File: src/rtl/data_m_copy_master_if.sv
// data_m bus bundle: one initiator (master) and one responder (slave).
interface data_m_copy_master_if;
  logic        data_m_access;
  logic        data_m_ack;
  logic [19:1] data_m_addr;
  logic [15:0] data_m_data_in;
  logic [15:0] data_m_data_out;
  logic        data_m_wr_en;
  logic [1:0]  data_m_bytesel;

  modport master (
    output data_m_access,
    output data_m_addr,
    output data_m_data_out,
    output data_m_wr_en,
    output data_m_bytesel,
    input  data_m_ack,
    input  data_m_data_in
  );

  modport slave (
    input  data_m_access,
    input  data_m_addr,
    input  data_m_data_out,
    input  data_m_wr_en,
    input  data_m_bytesel,
    output data_m_ack,
    output data_m_data_in
  );
endinterface

File: src/rtl/data_m_copy_master.sv
// Block copy initiator on the data_m bus: read one word, write it, repeat.
// Every bus output is registered; a one-cycle access-low gap follows each
// transaction so the responder's registered duplicate ack falls harmlessly.
module data_m_copy_master #(
  parameter int unsigned COUNT_WIDTH = 16
) (
  input  logic                   clk,
  input  logic                   reset,
  input  logic                   start,
  input  logic [19:1]            src_addr,
  input  logic [19:1]            dst_addr,
  input  logic [COUNT_WIDTH-1:0] word_count,
  output logic                   busy,
  output logic                   done,
  data_m_copy_master_if.master   bus
);

  typedef enum logic [2:0] {
    StIdle,
    StRd,
    StRdGap,
    StWr,
    StWrGap,
    StFin
  } state_t;

  state_t                 state;
  logic [19:1]            src_ptr;
  logic [19:1]            dst_ptr;
  logic [COUNT_WIDTH-1:0] remaining;
  logic [15:0]            data_latch;

  // Copy sequencer; ack is only looked at in RD/WR, where access is high.
  always_ff @(posedge clk or posedge reset) begin
    if (reset) begin
      state               <= StIdle;
      src_ptr             <= '0;
      dst_ptr             <= '0;
      remaining           <= '0;
      data_latch          <= '0;
      busy                <= 1'b0;
      done                <= 1'b0;
      bus.data_m_access   <= 1'b0;
      bus.data_m_wr_en    <= 1'b0;
      bus.data_m_addr     <= '0;
      bus.data_m_data_out <= '0;
      bus.data_m_bytesel  <= 2'b00;
    end else begin
      done <= 1'b0;
      case (state)
        StIdle: begin
          if (start) begin
            src_ptr   <= src_addr;
            dst_ptr   <= dst_addr;
            remaining <= word_count;
            if (word_count == '0) begin
              state <= StFin;
              done  <= 1'b1;
            end else begin
              state              <= StRd;
              busy               <= 1'b1;
              bus.data_m_access  <= 1'b1;
              bus.data_m_wr_en   <= 1'b0;
              bus.data_m_addr    <= src_addr;
              bus.data_m_bytesel <= 2'b11;
            end
          end
        end
        StRd: begin
          if (bus.data_m_ack) begin
            data_latch         <= bus.data_m_data_in;
            src_ptr            <= src_ptr + 19'd1;
            bus.data_m_access  <= 1'b0;
            bus.data_m_bytesel <= 2'b00;
            state              <= StRdGap;
          end
        end
        StRdGap: begin
          state               <= StWr;
          bus.data_m_access   <= 1'b1;
          bus.data_m_wr_en    <= 1'b1;
          bus.data_m_addr     <= dst_ptr;
          bus.data_m_data_out <= data_latch;
          bus.data_m_bytesel  <= 2'b11;
        end
        StWr: begin
          if (bus.data_m_ack) begin
            dst_ptr            <= dst_ptr + 19'd1;
            remaining          <= remaining - COUNT_WIDTH'(1);
            bus.data_m_access  <= 1'b0;
            bus.data_m_wr_en   <= 1'b0;
            bus.data_m_bytesel <= 2'b00;
            state              <= StWrGap;
          end
        end
        StWrGap: begin
          if (remaining == '0) begin
            state <= StFin;
            done  <= 1'b1;
            busy  <= 1'b0;
          end else begin
            state              <= StRd;
            bus.data_m_access  <= 1'b1;
            bus.data_m_addr    <= src_ptr;
            bus.data_m_bytesel <= 2'b11;
          end
        end
        StFin: begin
          state <= StIdle;
        end
        default: begin
          state <= StIdle;
        end
      endcase
    end
  end

endmodule

File: src/flat_wrapper.sv
// flat-port wrapper written by rule: the top's interface ports become plain ports
module data_m_copy_master_flat 
#(
  parameter int unsigned COUNT_WIDTH = 16
)
  (clk, reset, start, src_addr, dst_addr, word_count, busy, done, bus_data_m_access, bus_data_m_addr, bus_data_m_data_out, bus_data_m_wr_en, bus_data_m_bytesel, bus_data_m_ack, bus_data_m_data_in);
  data_m_copy_master_if bus_i ();
  input  logic clk;
  input  logic reset;
  input  logic start;
  input  logic [19:1] src_addr;
  input  logic [19:1] dst_addr;
  input  logic [COUNT_WIDTH-1:0] word_count;
  output logic busy;
  output logic done;
  output wire logic [$bits(bus_i.data_m_access)-1:0] bus_data_m_access;
  output wire logic [$bits(bus_i.data_m_addr)-1:0] bus_data_m_addr;
  output wire logic [$bits(bus_i.data_m_data_out)-1:0] bus_data_m_data_out;
  output wire logic [$bits(bus_i.data_m_wr_en)-1:0] bus_data_m_wr_en;
  output wire logic [$bits(bus_i.data_m_bytesel)-1:0] bus_data_m_bytesel;
  input wire logic [$bits(bus_i.data_m_ack)-1:0] bus_data_m_ack;
  input wire logic [$bits(bus_i.data_m_data_in)-1:0] bus_data_m_data_in;
  assign bus_data_m_access = bus_i.data_m_access;
  assign bus_data_m_addr = bus_i.data_m_addr;
  assign bus_data_m_data_out = bus_i.data_m_data_out;
  assign bus_data_m_wr_en = bus_i.data_m_wr_en;
  assign bus_data_m_bytesel = bus_i.data_m_bytesel;
  assign bus_i.data_m_ack = bus_data_m_ack;
  assign bus_i.data_m_data_in = bus_data_m_data_in;
  data_m_copy_master #(.COUNT_WIDTH(COUNT_WIDTH)) u_core (.clk(clk), .reset(reset), .start(start), .src_addr(src_addr), .dst_addr(dst_addr), .word_count(word_count), .busy(busy), .done(done), .bus(bus_i));
endmodule
File: config.mk
export PLATFORM = sky130hd
export DESIGN_NAME = data_m_copy_master_flat
export DESIGN_NICKNAME = d
export VERILOG_FILES = /design/src/rtl/data_m_copy_master_if.sv /design/src/rtl/data_m_copy_master.sv /design/src/flat_wrapper.sv
export SDC_FILE = /design/constraint.sdc
export NUM_CORES = 1
export LEC_CHECK = 0
export ABC_AREA = 1
export CAP_MARGIN = 20
export CORE_ASPECT_RATIO = 1.75
export CORE_MARGIN = 5
export CORE_UTILIZATION = 57
export CTS_CLUSTER_DIAMETER = 80
export CTS_CLUSTER_SIZE = 10
export DETAILED_ROUTE_END_ITERATION = 16
export PLACE_DENSITY = 0.86
export SYNTH_ARGS = -nofsm -noshare
export SYNTH_HDL_FRONTEND = slang
export SYNTH_SLANG_ARGS = --single-unit
File: constraint.sdc
create_clock -name clk -period 10.8 [get_ports clk]
set_input_delay 3.24 -clock clk [delete_from_list [all_inputs] [get_ports clk]]
set_output_delay 3.24 -clock clk [all_outputs]
set_load 0.02 [all_outputs]
==> summary.md <==
| Metric | Value |
|---|---|
| Outcome | `finished, final reports clean` |
| Final Setup Violations | `0` |
| Mapped Cells | `between 800 and 900` |
| Gr ovfl total | `0` |
| Final hold vios | `0` |
| Top routing layer in use | `met4` |
| Routed wire per std cell | `between 15 and 20 um` |
| Flops & latches, synth | `~110` |
| Routability Congestion | `slightly above 0.9` |
| Fin area | `slightly below 8000 sq um` |
| Clock sinks | `between 100 and 150` |
| H-tree levels | `3` |
| Mux share of post-synthesis cell area | `0` |
| CP arrival | `5370 ps` |
| Syn Area/Cell | `~7 sq um` |
| Unrepaired setup endpoints after global routing | `no` |
| Simple-Gate Fraction of Synth Area | `0.2957` |
| Initial DRT Pass Iterations | `6` |
| Post-synth EDFFs | `0` |
| Setup Total Neg Slack | `0 ps` |
| Worst setup skew after layout | `between 7 and 8 ps` |
| Antenna violations before repair | `0` |
| Fin nets | `1057` |
| Sequential area share after synthesis | `0.4372` |
| Die Span Y | `around 150 um` |
| Final WS setup | `between 5000 and 6000 ps` |
| Setup CP Type | `primary input to register` |
| # diodes | `0` |
| TritonCTS clock tree | `built` |
| DR vias/cell | `5.716` |
| Total GRT Usage | `0.2696` |
| Most common flop cell mapped by yosys | `dfrtp_1` |
| DIE AREA | `13550 sq um` |
| Final ANT Viol Nets | `0` |
| Die Span X | `approximately 90 um` |
| Final min period | `~5100 ps` |
| Fraction of layout cells with a size suffix above 1 | `0.04772` |
| VDD IR max | `~180 uV` |
| Largest family of logic cells by synthesized area | `simple AND/OR/NAND/NOR gates` |
| Met2 WL | `9079 um` |
| DRT met1 WL | `roughly 6700 um` |
| CTS Buffer Depth | `2` |
| Max-slew violations | `0` |
| Fmax | `just under 200 MHz` |
| Clock-pin slew on the worst setup and hold paths | `approximately 80 ps` |
| XOR/XNOR Fraction of Synth Area | `0.02186` |
| Post-CTS setup buffer count | `0` |
| Slew @ Worst Pin | `roughly 990 ps` |
| WHS | `approximately 480 ps` |
| Number of remaining DRC errors | `0` |
| Number of port buffers | `114` |
| Syn Nets | `about 970` |
| Total Wirelength | `18180 um` |
| Number of global-route vias before repair | `just over 6000` |
| Mapped Area | `around 6400 sq um` |
| Core area | `11100 sq um` |
| Most common cell after layout, fill and taps aside | `nand2_1` |
| Required @ worst endpoint | `about 11000 ps` |
| Synth-to-Final Area Change | `22.58%` |
| Post-DP Area | `between 7000 and 8000 sq um` |
| P_leak | `~3.7 nW` |
| Met3 WL | `1158 um` |
| Yosys warns | `0` |
| Min-delay worst type | `register to register` |
| Post-DP HPWL | `roughly 13000 um` |
| Total power | `between 2 and 2.5 mW` |
| CTS-repair resized insts | `0` |
| Pre-CTS setup slack | `approximately 5300 ps` |
| Clock latency at the later pin of the worst-skew pair | `~360 ps` |
| Crit Path Max Fanout | `20` |
| Initial Util | `0.5773` |
| Via count | `between 6000 and 7000` |
| Row Count | `slightly above 50` |
| Initial DRC count | `470` |
| Post-Synth Adder-Cell Area | `0.005856` |
| Max_cap viols | `0` |
| PD cells | `between 300 and 400 nW/um^2` |
| Final period utilization | `0.4742` |
| Synth unique cells | `36` |
| IO Count | `~120` |
| Number of hold buffers added after cts | `0` |
| CP Capture Type | `register` |
| Async SR Flop Fraction | `1.000` |
| CP startpoint kind | `primary input` |
| Slew HR | `0.3416` |
| Most frequent cells in the layout | `nand2_1 (265), clkdlybuf4s50_1 (114), dfrtp_1 (112), nor2_1 (108), o21ai_0 (103)` |
| CTS root buf | `clkbuf_16` |
| Compound-Gate Fraction of Synth Area | `0.1517` |
| First-pass GRT wire length | `29410 um` |
| Cts bufs inserted | `9` |
| Largest net degree at the start of global routing | `63` |
[path summary, 6_finish.rpt]
| kind | start | cells past startpoint | to | slack (ps) |
|---|---|---|---|---|
| worst max register to register | u_core.state[1] | 9 | u_core.bus.data_m_addr[5] | 7920 |
| max in group asynchronous | reset | 3 | u_core.data_latch[1] | 6240 |
| min in group asynchronous | reset | 2 | u_core.remaining[0] | 3320 |
| worst min register to register | u_core.bus.data_m_addr[8] | 2 | u_core.bus.data_m_addr[8] | 480 |
| worst max-delay path | word_count[3] | 10 | u_core.bus.data_m_addr[5] | 5680 |
| worst min-delay path | u_core.bus.data_m_addr[8] | 2 | u_core.bus.data_m_addr[8] | 480 |
[power breakdown]
part | switching [mW] | internal (mW)
clock | 0.177 | 0.166
sequential | 0.173 | 0.629
combinational | 0.824 | 0.448
[cell type report]
| type | instances | area, sq um |
|---|---|---|
| timing repair buffer | 117 | 1179 |
| inverter | 93 | 354.1 |
| tap | 132 | 165.2 |
| clock buffer | 9 | 225.2 |
| sequential | 112 | 2803 |
| fill | 921 | 3246 |
| clock inverter | 7 | 82.58 |
| multi-input combinational | 647 | 3049 |
[metrics by stage]
| step | instances | util |
|---|---|---|
| final | 1117 | 0.7077 |
| after global placement | 1099 | 0.6773 |
| after global routing | 1117 | 0.7077 |
| after detailed placement | 1099 | 0.6773 |
| after CTS | 1115 | 0.7050 |
| after floorplan | 889 | - |
[state kept, by name (all words and copies together) (netlist names)]
| signal | flops |
|---|---|
| u_core.bus.data_m_addr | 19 |
| u_core.dst_ptr | 19 |
| u_core.src_ptr | 19 |
| u_core.bus.data_m_data_out | 16 |
| u_core.data_latch | 16 |
| u_core.remaining | 16 |
| u_core.state | 3 |
| u_core.bus.data_m_bytesel | 1 |
| u_core.bus.data_m_wr_en | 1 |
| u_core.busy | 1 |
| u_core.done | 1 |
[kinds of logic (layout without fill, tap and decap cells)]
logic type	Yosys count	count (layout)
AOI/OAI and AO/OA	170	170
xor gates and xnor gates	16	16
adders and majority gates	3	3
buffers and inverters	130	226
DFF	112	112
and+or+nand+nor	458	458
[cell usage after synthesis, types with 4 or more instances]
library cell / count / area [sq um]
a21oi_1: 21 / 105.1
buf_2: 15 / 75.07
buf_4: 4 / 30.03
buf_6: 5 / 56.30
clkbuf_1: 13 / 48.80
dfrtp_1: 112 / 2803
inv_1: 87 / 326.6
inv_2: 5 / 18.77
nand2_1: 265 / 994.7
nand3_1: 53 / 265.3
nand4_1: 10 / 62.56
nor2_1: 108 / 405.4
nor2_2: 5 / 31.28
o211ai_1: 5 / 37.54
o21a_1: 4 / 30.03
o21ai_0: 103 / 515.5
o21ai_1: 7 / 35.03
o221ai_1: 17 / 148.9
o22ai_1: 4 / 25.02
xor2_1: 15 / 131.4
[worst max-delay path: stages]
cell	delay, ps
clkdlybuf4s50_1	480
nor2_1	50
nand2_1	80
nor2_1	80
nand3_2	110
nand2_1	90
nor2_2	520
inv_1	490
nand2_1	160
nand2_1	70
[layer usage]
layer | vias to the layer above | GRT usage
met2 | 293 | 0.4604
li1 | 3062 | -
met4 | 0 | 0.1848
met3 | 80 | 0.04600
met1 | 2950 | 0.3061
met5 | - | 0
No activity file was read; power rests on OpenSTA's default activity.
